<file path="config.mk">
export PLATFORM = sky130hd
export DESIGN_NAME = lsu
export DESIGN_NICKNAME = d
export VERILOG_FILES = /design/src/rtl/lsu_pkg.sv /design/src/rtl/lsu_align.sv /design/src/rtl/lsu.sv
export SDC_FILE = /design/constraint.sdc
export NUM_CORES = 1
export LEC_CHECK = 0
export ABC_AREA = 1
export ABC_CLOCK_PERIOD_IN_PS = 6100
export BUFFER_PORTS_ARGS = -buffer_cell sky130_fd_sc_hd__buf_2
export CORE_MARGIN = 4
export CORE_UTILIZATION = 35
export CTS_CLUSTER_DIAMETER = 150
export DETAILED_ROUTE_END_ITERATION = 6
export HOLD_SLACK_MARGIN = 0.06
export SYNTH_ARGS = -nofsm -noshare
export SYNTH_HDL_FRONTEND = slang
export SYNTH_SLANG_ARGS = --single-unit
</file>
<file path="constraint.sdc">
create_clock -name clk -period 6.1 [get_ports clk]
set_input_delay 0.305 -clock clk [delete_from_list [all_inputs] [get_ports clk]]
set_output_delay 0.305 -clock clk [all_outputs]
set_load 0.01 [all_outputs]
</file>
<file path="src/rtl/lsu_pkg.sv">
// Shared types and constants for the load/store unit.
// State encoding, funct3 access codes and the LOAD/STORE opcodes also used by the ALU.
package lsu_pkg;

  typedef enum logic [1:0] {
    S_IDLE,
    S_REQ,
    S_WAIT,
    S_RESP
  } lsu_state_t;

  localparam logic [2:0] F3_B  = 3'b000;
  localparam logic [2:0] F3_H  = 3'b001;
  localparam logic [2:0] F3_W  = 3'b010;
  localparam logic [2:0] F3_BU = 3'b100;
  localparam logic [2:0] F3_HU = 3'b101;

  localparam logic [6:0] OPC_LOAD  = 7'b0000011;
  localparam logic [6:0] OPC_STORE = 7'b0100011;

  // Stores only have signed-size encodings; loads add the unsigned variants.
  function automatic logic f3_supported(input logic is_store, input logic [2:0] f3);
    if (is_store) return (f3 == F3_B) || (f3 == F3_H) || (f3 == F3_W);
    return (f3 == F3_B) || (f3 == F3_H) || (f3 == F3_W) || (f3 == F3_BU) || (f3 == F3_HU);
  endfunction

  // Halves need addr[0]=0, words need addr[1:0]=0; bytes are always aligned.
  function automatic logic f3_misaligned(input logic [2:0] f3, input logic [1:0] lo);
    case (f3[1:0])
      2'b01:   return lo[0];
      2'b10:   return lo != 2'b00;
      default: return 1'b0;
    endcase
  endfunction

endpackage

</file>
<file path="src/rtl/lsu_align.sv">
// Byte-lane steering for the LSU: byte enables and replicated write data on the
// store side, lane selection and sign/zero extension on the load side. Purely combinational.
module lsu_align
  import lsu_pkg::*;
(
  input  logic [1:0]  size,
  input  logic [1:0]  addr_lo,
  input  logic [31:0] store_data,
  output logic [3:0]  be,
  output logic [31:0] wdata,
  input  logic [2:0]  ld_funct3,
  input  logic [1:0]  ld_addr_lo,
  input  logic [31:0] rdata,
  output logic [31:0] ld_data
);

  logic [7:0]  ld_byte;
  logic [15:0] ld_half;

  // Store side: enable the addressed lanes and replicate the datum across the word.
  always_comb begin
    // NOTE: every output gets a default first so no path leaves it unassigned (no latch).
    be    = 4'b1111;
    wdata = store_data;
    case (size)
      2'b00: begin
        be    = 4'b0001 << addr_lo;
        wdata = {4{store_data[7:0]}};
      end
      2'b01: begin
        be    = 4'b0011 << {addr_lo[1], 1'b0};
        wdata = {2{store_data[15:0]}};
      end
      default: ;
    endcase
  end

  assign ld_byte = 8'(rdata >> {ld_addr_lo, 3'b000});
  assign ld_half = 16'(rdata >> {ld_addr_lo[1], 4'b0000});

  // Load side: pick the addressed byte/half and extend it to 32 bits.
  always_comb begin
    ld_data = rdata;
    case (ld_funct3)
      F3_B:    ld_data = {{24{ld_byte[7]}}, ld_byte};
      F3_BU:   ld_data = {24'h0, ld_byte};
      F3_H:    ld_data = {{16{ld_half[15]}}, ld_half};
      F3_HU:   ld_data = {16'h0, ld_half};
      default: ld_data = rdata;
    endcase
  end

endmodule

</file>
<file path="src/rtl/lsu.sv">
// Load/store unit: one req/gnt/rvalid transaction per load/store instruction,
// stalling the core while the access is outstanding. A timeout of MAX_WAIT cycles
// in REQ/WAIT aborts with bus_err.
// Optional: define LSU_MISALIGN_CHK_EN to reject misaligned halves/words with misalign_err.
module lsu
  import lsu_pkg::*;
#(
  parameter int unsigned MAX_WAIT = 255
) (
  input  logic        clk,
  input  logic        rst,
  input  logic [31:0] addr,
  input  logic        load_flag,
  input  logic        store_flag,
  input  logic [2:0]  funct3,
  input  logic [31:0] store_data,
  output logic        mem_req,
  output logic        mem_we,
  output logic [31:0] mem_addr,
  output logic [3:0]  mem_be,
  output logic [31:0] mem_wdata,
  input  logic        mem_gnt,
  input  logic        mem_rvalid,
  input  logic [31:0] mem_rdata,
  output logic        stall,
  output logic        wb_valid,
  output logic [31:0] wb_data,
  output logic        bus_err,
  output logic        misalign_err
);

  lsu_state_t  state, state_n;
  logic [15:0] cnt;
  logic [2:0]  f3_q;
  logic [1:0]  lo_q;
  logic        is_store_q;
  logic        err_q;
  logic        mis_q;

  logic        access;
  logic        bad_req;
  logic        misal;
  logic        timeout;
  logic        abort;
  logic [3:0]  be_c;
  logic [31:0] wdata_c;
  logic [31:0] ld_data_c;

  assign access  = load_flag | store_flag;
  assign bad_req = (load_flag & store_flag) | ~f3_supported(store_flag, funct3);
  assign timeout = (cnt + 16'd1) == 16'(MAX_WAIT);
  // A grant or response on the last allowed cycle still wins over the timeout.
  assign abort   = timeout & (((state == S_REQ) & ~mem_gnt) | ((state == S_WAIT) & ~mem_rvalid));

`ifdef LSU_MISALIGN_CHK_EN
  assign misal = f3_misaligned(funct3, addr[1:0]);
`else
  assign misal = 1'b0;
`endif

  lsu_align u_align (
    .size       (funct3[1:0]),
    .addr_lo    (addr[1:0]),
    .store_data (store_data),
    .be         (be_c),
    .wdata      (wdata_c),
    .ld_funct3  (f3_q),
    .ld_addr_lo (lo_q),
    .rdata      (mem_rdata),
    .ld_data    (ld_data_c)
  );

  // State register; async reset drops mem_req/stall immediately.
  always_ff @(posedge clk or posedge rst) begin
    // NOTE: sequential state uses non-blocking assignments so all flops update together.
    if (rst) state <= S_IDLE;
    else     state <= state_n;
  end

  // Next-state logic.
  always_comb begin
    state_n = state;
    case (state)
      S_IDLE: if (access) state_n = (bad_req | misal) ? S_RESP : S_REQ;
      S_REQ: begin
        if (mem_gnt)    state_n = is_store_q ? S_RESP : S_WAIT;
        else if (abort) state_n = S_RESP;
      end
      S_WAIT: if (mem_rvalid | abort) state_n = S_RESP;
      S_RESP: state_n = S_IDLE;
      default: state_n = S_IDLE;
    endcase
  end

  // Outputs decoded from the current state and the per-instruction flags.
  always_comb begin
    mem_req      = (state == S_REQ);
    mem_we       = (state == S_REQ) & is_store_q;
    stall        = ((state == S_IDLE) & access) | (state == S_REQ) | (state == S_WAIT);
    wb_valid     = (state == S_RESP) & ~is_store_q & ~err_q & ~mis_q;
    bus_err      = (state == S_RESP) & err_q;
    misalign_err = (state == S_RESP) & mis_q;
  end

  // Request latching, timeout counter and load-data capture.
  always_ff @(posedge clk or posedge rst) begin
    if (rst) begin
      mem_addr   <= '0;
      mem_be     <= '0;
      mem_wdata  <= '0;
      wb_data    <= '0;
      cnt        <= '0;
      f3_q       <= '0;
      lo_q       <= '0;
      is_store_q <= 1'b0;
      err_q      <= 1'b0;
      mis_q      <= 1'b0;
    end else begin
      case (state)
        S_IDLE: if (access) begin
          mem_addr   <= {addr[31:2], 2'b00};
          mem_be     <= be_c;
          mem_wdata  <= wdata_c;
          f3_q       <= funct3;
          lo_q       <= addr[1:0];
          is_store_q <= store_flag;
          err_q      <= bad_req;
          mis_q      <= misal & ~bad_req;
          cnt        <= '0;
        end
        S_REQ, S_WAIT: begin
          cnt <= cnt + 16'd1;
          if (abort) err_q <= 1'b1;
          if ((state == S_WAIT) && mem_rvalid) wb_data <= ld_data_c;
        end
        default: ;
      endcase
    end
  end

endmodule

</file>
==> reports/qor.csv <==
metric,value,unit
core-area,16700,µm²
routed_wl,18500,µm
critPathRequiredTime,5790,ps
place_congestion,0.858,
viasPerCell,4.82,
rows,47,
timing.hold.ws,81.4,ps
critPathKind,reg2out,
rrSetupSlack,3710,ps
rr_worst_depth,9,
finalSetupTns,0,ps
cts_made_buffers,17,
dr_wl_met2,8410,µm
slowest_stage,buf_4,
async_flop_share,100,%
stdcell_area,7830,µm²
postSynthCellCount,762,
period_minus_slack,2590,ps
ios,211,
cts_root_buffer,clkbuf_16,
synth_cell_types,38,
cp_num_cells,6,
hold_depth,3,
yosys_warnings,0,
slew-limit-headroom,40.0,%
grt.total_usage,19.2,%
fillerInstances,1694,
path_delay_family,buffers and inverters,
path_max_fanout,90,
area_delta_synth_final,30.0,%
wl_met1,8040,µm
cts_tree,yes,
dr.pass1.iters,5,
num_antenna_cells,0,
synth_edf_count,0,
fp.dieH,139,µm
finalSetupViolations,0,
synthFlopType,dfrtp_1,
grt_pass1_vias,5735,
highest_layer,met5,
drc,0,
syn-cell-area,6020,µm²
final_hold_viol_count,0,
cp.arrival,2290,ps
wl_per_cell,15.5,µm
cap_violations,0,
status,"finished, final reports clean",
clk_latency,410,ps
vias,5765,
cts_resized,0,
clock_path_buffers,2,
hpwl,13400,µm
drtIter0Drc,266,
ys_ff_latch,123,
die_area,19400,µm²
placed_cell_area,7230,µm²
initial_core_util,36.1,%
skew,10.0,ps
ant_nets,0,
numClockSinks,123,
max_slew.worst_pin.slew,899,ps
antenna_found_initial,1,
cts_max_level,4,
crit_buf_inv,3,
rsz0062_at_grt,no,
portBuffers,207,
critical-path-max-stage-delay,650,ps
fmax,0.386,GHz
crit_path_start_kind,register,
nets,1074,
routed-wl-met3,1760,µm
powerDensity,532,nW/µm²
path_cells,"inv_1, ha_1, nand2_2, buf_4, nand3_1, buf_2",
slew_violations,0,
hp-class,in2reg,
avgSynthCellArea,7.90,µm²
p_leak,4.09,nW
grt-ovfl-total,0,
ir_drop,217,µV
clkTransAtPathRegs,60,ps
end_kind,output port,
min_period_over_period,42.5,%
yosysSeqAreaShare,51.1,%
grt_max_degree,91,
drive_gt1_share,27.0,%
die_w,139,µm
cts_setup_buffers,0,
grt_pass1_wl,30100,µm
## metal layers
metal,track usage [%],up-vias
met1,25.2,2648
li1,-,2860
met4,5.72,2
met3,7.66,27
met2,29.5,228
met5,0,-
## cells in the mapped netlist, types with 3 or more instances
master      n  area (µm²)
a211oi_1    4        30.0
a21oi_1    51         255
a31oi_1     6        37.5
buf_1       4        15.0
buf_2       5        25.0
buf_4       4        30.0
clkbuf_1   20        75.1
dfrtp_1   123        3080
ha_1        7        87.6
inv_1      82         308
inv_2       3        11.3
mux2i_1     6        60.1
nand2_1   247         927
nand2_2     3        18.8
nand3_1    14        70.1
nand4_1     5        31.3
nor2_1     47         176
nor2_2      5        31.3
o211ai_1   12        90.1
o21ai_0    74         370
o21ai_1     5        25.0
o221ai_1    6        52.6
o22ai_1     9        56.3
or2_2       4        25.0
## logic make-up (layout without fill, tap and decap cells)
group	count (synthesis)	in the layout	share of synthesized area, %
other cells	1	3	0.0623
compound gates	176	176	16.5
fa+ha+maj	7	7	1.45
flops	123	123	51.1
simple gates	329	329	21.9
buf+inv	118	329	7.71
xor+xnor	2	2	0.291
mux	6	6	0.997
## cell type report
class / count / area (µm²) / area share [%]
clock buffers: 21 / 470 / 6.01
well taps: 220 / 275 / 3.52
flip-flops and latches: 123 / 3080 / 39.3
multi-input cells: 523 / 2490 / 31.8
repair buffers: 212 / 1080 / 13.7
clock inverters: 11 / 118 / 1.50
inverters: 85 / 322 / 4.11
## cell usage in the layout, fill, tap and decap left out, drive strengths merged, types with 7 or more instances in the layout
cell	Yosys	layout
nand2	250	250
dfrtp	123	123
inv	85	86
nor2	53	53
nand3	16	16
buf	13	211
o22ai	9	9
a21oi	52	52
clkbuf	20	21
o211ai	12	12
o21ai	79	79
ha	7	7
## per-stage QoR
stage | cells | setup slack, ps | util (%) | total power [mW]
global placement | 1162 | 3750 | 43.3 | 3.17
global route | 1195 | 3190 | 46.9 | 4.51
floorplan | 764 | 2520 | - | 2.50
CTS | 1195 | 3400 | 46.9 | 4.21
finish | 1195 | 3510 | 46.9 | 4.16
detailed placement | 1162 | 3710 | 43.3 | 3.19
## worst reg2reg max path, stage by stage (launching register included)
cell	delay (ps)
dfrtp_1	890
nor2_1	120
inv_1	110
nor2_1	50
nand2_1	80
inv_1	130
a21oi_2	560
o211ai_1	160
o21ai_0	120
inv_1	60
## worst paths after layout
check / from / to
max in group asynchronous: rst / wb_data[21]
min: addr[19] / mem_addr[19]
max: state[0] / stall
min reg2reg: mem_be[1] / mem_be[1]
min in group asynchronous: rst / state[0]
max reg2reg: f3_q[1] / wb_data[21]
## registers in the layout, indices dropped and copies added (netlist names)
register / flops
mem_wdata: 32
wb_data: 32
f3_q: 3
mem_addr: 30
cnt: 16
err_q: 1
mem_be: 4
lo_q: 2
state: 2
is_store_q: 1
## what timing repair did
action	CTS	global route
hold buffers	1	0
endpoints found under the setup margin	0	0
hold endpoints to repair	53	0
## power by group
part	switching (mW)	total, mW	internal (mW)
clock network	0.375	1.01	0.632
logic	1.06	1.69	0.624
registers	0.274	1.47	1.19
(Power assumes the default switching activity.)
